File: config.mk
export PLATFORM = sky130hd
export DESIGN_NAME = eight_to_thirty_two
export DESIGN_NICKNAME = d
export VERILOG_FILES = /design/src/rtl/eight_to_thirty_two.sv
export SDC_FILE = /design/constraint.sdc
export NUM_CORES = 1
export LEC_CHECK = 0
export ABC_AREA = 1
export BUFFER_PORTS_ARGS = -buffer_cell sky130_fd_sc_hd__clkbuf_2
export CAP_MARGIN = 20
export CELL_PAD_IN_SITES_DETAIL_PLACEMENT = 0
export CELL_PAD_IN_SITES_GLOBAL_PLACEMENT = 1
export CORE_MARGIN = 1.5
export CORE_UTILIZATION = 37
export DETAILED_ROUTE_END_ITERATION = 16
export PLACE_DENSITY = 0.74
export SLEW_MARGIN = 20
export SYNTH_ARGS = -nofsm -noshare
export SYNTH_HDL_FRONTEND = slang
export SYNTH_SLANG_ARGS = --single-unit
File: constraint.sdc
create_clock -name div_8_clk -period 1.34 [get_ports div_8_clk]
set_clock_uncertainty 0.05 [all_clocks]
set_input_delay 0.201 -clock div_8_clk [delete_from_list [all_inputs] [get_ports div_8_clk]]
set_output_delay 0.201 -clock div_8_clk [all_outputs]
set_load 0.1 [all_outputs]
File: src/rtl/eight_to_thirty_two.sv
// eight_to_thirty_two: byte-to-word deserializer on the div_8_clk domain.
// Packs four bytes (first byte = MSB) into a 32-bit word, pulses data_valid
// on completion, pulses frame_err when rx_start aborts a partial frame, and
// counts completed words (8-bit, wrapping).
// Optional build macro: E2T_HOLD_EN -- when defined, data_out holds the last
// completed word; otherwise data_out is non-zero only in the data_valid cycle.
module eight_to_thirty_two (
    input  logic        div_8_clk,
    input  logic        rst_n,
    input  logic        rx_start,
    input  logic [7:0]  data_in,
    output logic [31:0] data_out,
    output logic        data_valid,
    output logic        frame_err,
    output logic [7:0]  frame_cnt
);

    localparam logic [1:0] IDLE = 2'd0;
    localparam logic [1:0] R_1  = 2'd1;
    localparam logic [1:0] R_2  = 2'd2;
    localparam logic [1:0] R_3  = 2'd3;

    logic [1:0]  state;
    logic [1:0]  state_next;
    logic [23:0] acc;
    logic        load_b0;
    logic        restart;
    logic        complete;

    // Next-state decode; rx_start in any collecting state restarts the frame
    always_comb begin
        state_next = state;
        load_b0    = 1'b0;
        restart    = 1'b0;
        complete   = 1'b0;
        case (state)
            IDLE: begin
                if (rx_start) begin
                    load_b0    = 1'b1;
                    state_next = R_1;
                end
            end
            R_1, R_2, R_3: begin
                if (rx_start) begin
                    restart    = 1'b1;
                    load_b0    = 1'b1;
                    state_next = R_1;
                end else if (state == R_1) begin
                    state_next = R_2;
                end else if (state == R_2) begin
                    state_next = R_3;
                end else begin
                    complete   = 1'b1;
                    state_next = IDLE;
                end
            end
            default: state_next = IDLE;
        endcase
    end

    // State register and partial-word accumulator
    always_ff @(posedge div_8_clk or negedge rst_n) begin
        if (!rst_n) begin
            state <= IDLE;
            acc   <= '0;
        end else begin
            state <= state_next;
            if (load_b0) begin
                acc[23:16] <= data_in;
            end else if (state == R_1) begin
                acc[15:8] <= data_in;
            end else if (state == R_2) begin
                acc[7:0] <= data_in;
            end
        end
    end

    // Registered outputs: word, one-cycle pulses and completed-word counter
    always_ff @(posedge div_8_clk or negedge rst_n) begin
        if (!rst_n) begin
            data_out   <= '0;
            data_valid <= 1'b0;
            frame_err  <= 1'b0;
            frame_cnt  <= '0;
        end else begin
            data_valid <= complete;
            frame_err  <= restart;
            if (complete) begin
                frame_cnt <= frame_cnt + 8'd1;
            end
`ifdef E2T_HOLD_EN
            if (complete) begin
                data_out <= {acc, data_in};
            end
`else
            data_out <= complete ? {acc, data_in} : '0;
`endif
        end
    end

endmodule

* After elaboration in Yosys (flattened, before gate mapping)
Cells that the tools add are included.
** Storage, ports and cells
- Logic and storage cells :: 33
- Flip-flop bits (word level) :: 68
- Output and inout bits :: 42
** Cells by class
- Bitwise logic cells :: 2
- $add $sub $neg :: 1
- Reduce and logical (&&, ||, !) cells :: 5
- Multiplexer cells :: 13
- Equality and inequality tests :: 4
** Operators by type and width (number)
- $mux 32 :: 1
- $add 8x1->8 const B :: 1
- $mux 2 :: 4
- $mux 1 :: 7
- $eq 2x2->1 const B :: 2
- $pmux 2 s2 :: 1
- $reduce_or 4->1 :: 1
- $reduce_and 3->1 :: 1
- $reduce_or 3->1 :: 1
- $eq 2x1->1 const B :: 1
- $logic_not 2->1 :: 1
- $ne 2x2->1 const B :: 1
- $not 1->1 :: 2
- $reduce_and 2->1 :: 1

* Logic depth before layout (Yosys ltp)
Gate-level depths: netlist of the first run.
- Word-level depth :: 6
- Gate-level depth with buffers :: 9
- Gate-level depth less buffers :: 9

* Worst setup path after synthesis of the first run
Ideal clock, no wire load.
- Path kind :: register to register
- Start :: register frame_cnt[0]
- End :: register frame_cnt[6]
- Slack :: -0.561 ns
- Period minus slack after synthesis :: 1.901 ns
- Buffers on the path :: 0
- Arrival :: 1.736 ns
- Data required time :: 1.176 ns
- Cell stages (with the launch flop) :: 7
- Cells stage by stage :: dfrtp_1 -> ha_1 -> nand3_1 -> nor2_2 -> nand3_1 -> nand2_1 -> inv_1
** On the way
- Word-level cells in the longest chain between the ends :: 1
** RTL lines
- from (decl) :: RTL line 15 : output logic [7:0] frame_cnt
- from (signal assigned) :: RTL line 89 : frame_cnt <= frame_cnt + 8'd1;
- $add 8x1->8 :: RTL line 89
No other way between the ends.
A chain may end at the register's enable or synchronous reset.

* Worst setup path after layout of the first run
- Start :: register state[1]
- End :: register acc[4]
** On the way
- Word-level cells in the longest chain between the ends :: 3
** RTL lines
- from (decl) :: RTL line 23 : logic [1:0] state;
- from (signal assigned) :: RTL line 67 : state <= state_next;
- $eq 2x1->1 :: RTL line 36, 70
- $not 1->1 (no source line)
- $reduce_and 3->1 (no source line) *
- to (signal assigned) :: RTL line 73 : acc[7:0] <= data_in;
- to (decl) :: RTL line 25 : logic [23:0] acc;
Mark *: on every way between the ends. The rest lies on a longest branch, timed or not.

==> results.py, run 1 <==
metrics = {
    "setup_path": {
        "path_max_fanout": 16,
        "worstSetupEndpointType": "register",
        "worstSetupStartpointType": "register",
        "r2r_cells": 7,
        "arrival_ns": 1.58,
        "cp.required_ns": 1.51,
        "critPathKind": "register to register",
    },
    "floorplan": {
        "pin_count": 53,
        "fp.dieW_um": 85.9,
        "dieArea_mm2": 0.00738,
        "initial_utilization_pct": 37.9,
        "dieHeight_um": 85.9,
        "core_mm2": 0.00672,
        "row_count": 30,
    },
    "route": {
        "drt_iter0_drc": 117,
        "finalWirelength_um": 4910,
        "viasPerCell": 4.36,
        "route.detailed.drc": 0,
        "final_antenna_net_count": 0,
        "wl_per_cell_um": 12.1,
        "vias": 1764,
        "dr.pass1.iters": 4,
    },
    "synth": {
        "synth_cell_types": 16,
        "ys_ff_latch": 68,
        "synthCells": 249,
        "yosysTopAreaCell": "dfrtp_1",
        "syn_avg_cell_area_um2": 10.2,
        "ys_seq_area_share_pct": 66.9,
        "ys_warn_count": 0,
        "synth_area_mm2": 0.00254,
        "synthTopCellsByArea": "dfrtp_1 (67%), inv_1 (6.8%), nand2_1 (6.1%)",
        "synth.top_cell.area_share_pct": 66.9,
        "synth_nets": 265,
    },
    "grt": {
        "grt_antenna_before_repair": 0,
        "grt_max_degree": 69,
        "grt_pass1_vias": 1768,
        "grt_remaining_overflow": 0,
        "grt_first_pass_wirelength_um": 8490,
        "grt_use_total_pct": 15.2,
    },
    "min_path": {
        "hold-path-cell-count": 3,
        "hp-class": "input port to register",
    },
    "timing": {
        "relSlewSlack_pct": 77.0,
        "max_freq_mhz": 707,
        "setup_ws_ns": -0.0742,
        "rsz0062_at_grt": "yes",
        "final-hold-violation-count": 0,
        "drv_slew": 0,
        "fin_crit_ns": 1.41,
        "finalSetupViolations": 20,
        "tns_ns": -0.623,
        "hold_slack_ns": 0.0564,
        "fin_crit_sh_pct": 106,
        "tightestPinTransition_ns": 0.344,
    },
    "clock_tree": {
        "cts_root_buffer": "clkbuf_8",
        "clkSlewWorstSetupHoldPaths_ns": 0.07,
        "h-tree-depth": 3,
        "cts-buffers-inserted": 9,
        "clock-sinks": 68,
        "cts.path.max_buffers": 2,
        "clk_latency_ns": 0.33,
        "tritoncts": "yes",
    },
    "power": {
        "leakage_nw": 1.97,
        "worst_ir_drop_vdd_mv": 1.75,
        "finalPower_mw": 9.62,
        "power_density_mw_per_mm2": 2480,
    },
    "placed_design": {
        "gp_congestion": 0.726,
        "io_buffer_count": 52,
        "dp_hpwl_um": 3360,
    },
    "finish": {
        "drive_gt1_share_pct": 32.6,
        "n_antenna_cell": 0,
        "area.growth.synth_to_final_pct": 52.5,
        "layout.nets": 337,
        "fillers": 550,
        "fin_util_pct": 57.7,
    },
    "run": {
        "maxCapViolCount": 0,
    },
    "outcome": {
        "status": "finished with violations",
        "violations": "setup timing",
    },
}
what timing repair did:
item,in CTS,in global routing
gates resized for setup,8,7
setup buffers,2,4
hold buffers,1,0
pin swaps,2,3
endpoints found under the setup margin,44,54
endpoints found under the hold margin,68,0
synth_stat cells:
master	count
buf_6	2
nor2_2	3
o21ai_1	5
ha_1	5
nor2_4	2
xor2_1	2
nand2_1	41
nor2_1	35
dfrtp_1	68
nand2_4	1
o21ai_0	22
inv_1	46
nand2_2	1
nand3_1	9
buf_2	5
xnor2_1	2
layout by cell type, fill, tap and decap left out, drive strengths merged:
master	Yosys	routed
inv	46	46
buf	7	58
dlygate4sd3	0	1
nand3	9	9
xnor2	2	2
nand2	43	43
dfrtp	68	68
xor2	2	2
clkinvlp	0	1
o21ai	27	27
nor2	40	40
clkbuf	0	19
ha	5	5
clkinv	0	2
bufinv	0	2
logic make-up (layout without fill, tap and decap cells):
family	count (synthesis)	in the layout	share of synthesized area [%]
and+or+nand+nor	92	92	15.3
DFF	68	68	66.9
buffers and inverters	53	129	8.66
AOI/OAI and AO/OA	27	27	5.31
adders and majority gates	5	5	2.46
xor gates and xnor gates	4	4	1.38
worst paths after layout:
kind                                      start                        to  slack, ns
setup / recovery           state[1]$_DFFE_PN0P_        acc[4]$_DFFE_PN0P_      -0.07
hold / removal                       data_in[2]       acc[18]$_DFFE_PN0P_       0.06
setup reg to reg           state[1]$_DFFE_PN0P_        acc[4]$_DFFE_PN0P_      -0.07
min in group asynchronous                 rst_n     data_out[5]$_DFF_PN0_       0.36
max in group asynchronous                 rst_n  frame_cnt[0]$_DFFE_PN0P_       0.57
hold reg to reg             acc[16]$_DFFE_PN0P_    data_out[24]$_DFF_PN0_       0.44
cell type report:
class | instances | area (um^2) | share of cell area (%)
flip-flops and latches | 68 | 1720 | 44.3
repair buffers | 68 | 1000 | 25.8
multi-input cells | 128 | 679 | 17.5
inverters | 46 | 175 | 4.51
clock buffers | 10 | 128 | 3.29
well taps | 80 | 100 | 2.58
clock inverters | 5 | 77.6 | 2.00
power breakdown:
group / switching [mW] / internal [mW] / total, mW
Combinational: 3.05 / 1.75 / 4.80
Clock: 0.724 / 1.03 / 1.76
Sequential: 0.436 / 2.63 / 3.06
registers in the layout, summed over array words and instances, names as in the netlist:
signal	cells
acc	24
data_out	32
data_valid	1
frame_cnt	8
frame_err	1
state	2
worst max-delay path, stage by stage, from the launching register on:
cell,delay [ns]
dfrtp_1,0.37
inv_2,0.07
buf_4,0.14
ha_1,0.20
nor2_2,0.16
nand2_4,0.14
nand2_1,0.10
o21ai_1,0.07
routing by layer:
metal	up-vias	global-route usage (%)	share of wire, %
met5	-	0	0
met4	0	6.16	1.4
met3	6	5.87	4.1
met2	38	23.3	51
met1	834	19.5	43
li1	886	-	-
per-stage QoR:
stage / instance area, um^2 / setup slack, ns / instances
after CTS: 3830 / -0.0422 / 401
after global placement: 3570 / -0.0445 / 383
final: 3880 / -0.0742 / 405
after floorplan: 2590 / -0.0390 / 249
after detailed placement: 3570 / -0.0901 / 383
after global routing: 3880 / -0.155 / 405
Note: power is estimated with default switching activity, not from simulation.
==> run 2, diff against run 1 <==
SKIP_CTS_REPAIR_TIMING = 1   (was unset)
==> run 2 against run 1 <==
  * The flow still finishes with violations (setup timing)
  * Fmax grew 2.4%
  * Critical path depth is 1 higher
  * Final cell count down 0.49%
  * Global-route usage is 0.082 points lower
  * Power shrank 0.43%
  * Clock-buffer cell count stayed put
  * Flip-flop and latch count unchanged
  * Non-clock buffer count fell by 3
  * Sequential power about the same
  * Routed wire length increased by 1.7%
  * Critical path type unchanged
  * Largest cell class unchanged
==> results.py, run 2 (synthesis gave the netlist of run 1 again) <==
metrics = {
    "route": {
        "dr.pass1.iters": 4,
        "vias": 1785,
        "wl_per_cell_um": 12.4,
        "route.detailed.drc": 0,
        "final_antenna_net_count": 0,
        "finalWirelength_um": 4990,
        "viasPerCell": 4.43,
        "drt_iter0_drc": 102,
    },
    "floorplan": {
        "core_mm2": 0.00672,
        "initial_utilization_pct": 37.9,
        "dieArea_mm2": 0.00738,
        "pin_count": 53,
        "fp.dieW_um": 85.9,
        "row_count": 30,
        "dieHeight_um": 85.9,
    },
    "finish": {
        "layout.nets": 335,
        "final_cell_mix": "dfrtp_1 (60), inv_1 (43), nand2_1 (40), buf_12 (40), nor2_1 (35)",
        "final-instance-count-excl-fill": 403,
        "largest_reg_flops": 32,
        "area.growth.synth_to_final_pct": 52.3,
        "regMostFlops": "data_out",
        "n_antenna_cell": 0,
        "final_common_cell": "dfrtp_1",
        "top_regs": "data_out: 32 flops, acc: 24 flops, frame_cnt: 8 flops",
        "fin_area_mm2": 0.00387,
        "fin_util_pct": 57.7,
        "drive_gt1_share_pct": 31.9,
    },
    "clock_tree": {
        "clock-sinks": 68,
        "cts-buffers-inserted": 9,
        "tritoncts": "yes",
        "cts_root_buffer": "clkbuf_8",
        "cts.path.max_buffers": 2,
        "clkSlewWorstSetupHoldPaths_ns": 0.07,
        "h-tree-depth": 3,
        "clk_latency_ns": 0.33,
    },
    "grt": {
        "grt_remaining_overflow": 0,
        "grt_first_pass_wirelength_um": 8460,
        "grt_pass1_vias": 1756,
        "grt_max_degree": 69,
        "grt_antenna_before_repair": 0,
        "grt_use_total_pct": 15.1,
    },
    "outcome": {
        "violations": "setup timing",
        "status": "finished with violations",
    },
    "placed_design": {
        "dpl_cell_area_mm2": 0.00357,
        "place_ws_ns": -0.0901,
        "gp_congestion": 0.726,
        "dpl.cell_count": 383,
        "io_buffer_count": 52,
        "dp_hpwl_um": 3360,
    },
    "run": {
        "maxCapViolCount": 0,
    },
    "timing": {
        "drv_slew": 0,
        "rsz0062_at_grt": "yes",
        "finalSetupViolations": 9,
        "relSlewSlack_pct": 77.1,
        "final-hold-violation-count": 0,
        "tightestPinTransition_ns": 0.344,
        "setup_ws_ns": -0.0406,
        "hold_slack_ns": 0.0593,
        "fin_crit_ns": 1.38,
        "max_freq_mhz": 724,
        "fin_crit_sh_pct": 103,
        "tns_ns": -0.151,
    },
    "power": {
        "p_clk_share_pct": 18.4,
        "switching_share_pct": 44.2,
        "combPwrFrac_pct": 49.7,
        "worst_ir_drop_vdd_mv": 1.71,
        "internal-power_mw": 5.34,
        "leakage_nw": 1.97,
        "finalPower_mw": 9.58,
        "p_seq_share_pct": 32.0,
        "power_density_mw_per_mm2": 2470,
        "power.switching_mw": 4.23,
    },
    "setup_path": {
        "worstSetupStartpointType": "register",
        "critPathKind": "register to register",
        "path_max_fanout": 5,
        "worstPathCellList": "inv_2 -> ha_4 -> inv_4 -> nand2_4 -> nor2_4 -> nand3_1 -> nand2_1 -> inv_1",
        "critPathSlowestCell": "dfrtp_1",
        "worstSetupEndpointType": "register",
        "path_delay_family": "flip-flops",
        "cp.required_ns": 1.52,
        "crit_path_max_incr_delay_ns": 0.39,
        "arrival_ns": 1.56,
        "path_buf_inv": 3,
    },
    "min_path": {
        "hp-class": "input port to register",
    },
}
run 2: worst paths after layout:
kind	startpoint	endpoint	slack, ns	cells after the start
hold reg to reg	acc[18]$_DFFE_PN0P_	data_out[26]$_DFF_PN0_	0.44	2
setup reg to reg	state[1]$_DFFE_PN0P_	frame_cnt[5]$_DFFE_PN0P_	-0.04	8
setup / recovery	state[1]$_DFFE_PN0P_	frame_cnt[5]$_DFFE_PN0P_	-0.04	8
hold / removal	data_in[2]	acc[18]$_DFFE_PN0P_	0.06	3
max in group asynchronous	rst_n	frame_cnt[2]$_DFFE_PN0P_	0.58	3
min in group asynchronous	rst_n	data_out[5]$_DFF_PN0_	0.36	3
run 2: worst register-to-register path, delay by kind of cell (launching register included):
kind | cells | cell delay [ns]
fa+ha+maj | 1 | 0.22
buf+inv | 3 | 0.23
flops | 1 | 0.39
simple gates | 4 | 0.39
run 2: metal layers:
metal  track usage (%)  wire length, um  share of wire (%)  up-vias
met4              6.16               74                1.5        0
li1                  -                -                  -      882
met5                 0                0                  0        -
met3              5.87              201                4.0        7
met2              23.0             2520                 51       38
met1              19.5             2190                 44      858
run 2: layout make-up:
cell class	instances	area, um^2
Clock buffer	10	128
Clock inverter	5	77.6
Fill cell	545	2840
Inverter	46	175
Multi-Input combinational cell	129	706
Sequential cell	68	1720
Tap cell	80	100
Timing Repair Buffer	65	970
run 2: power groups by stage:
stage	logic [mW]	registers, mW	clock network [mW]
2_1_floorplan	1.05	4.86	0
3_3_place_gp	4.45	3.08	0
3_5_place_dp	4.52	3.11	0
4_1_cts	4.54	3.08	1.80
5_1_grt	5.04	3.13	1.90
6_report	4.76	3.06	1.76
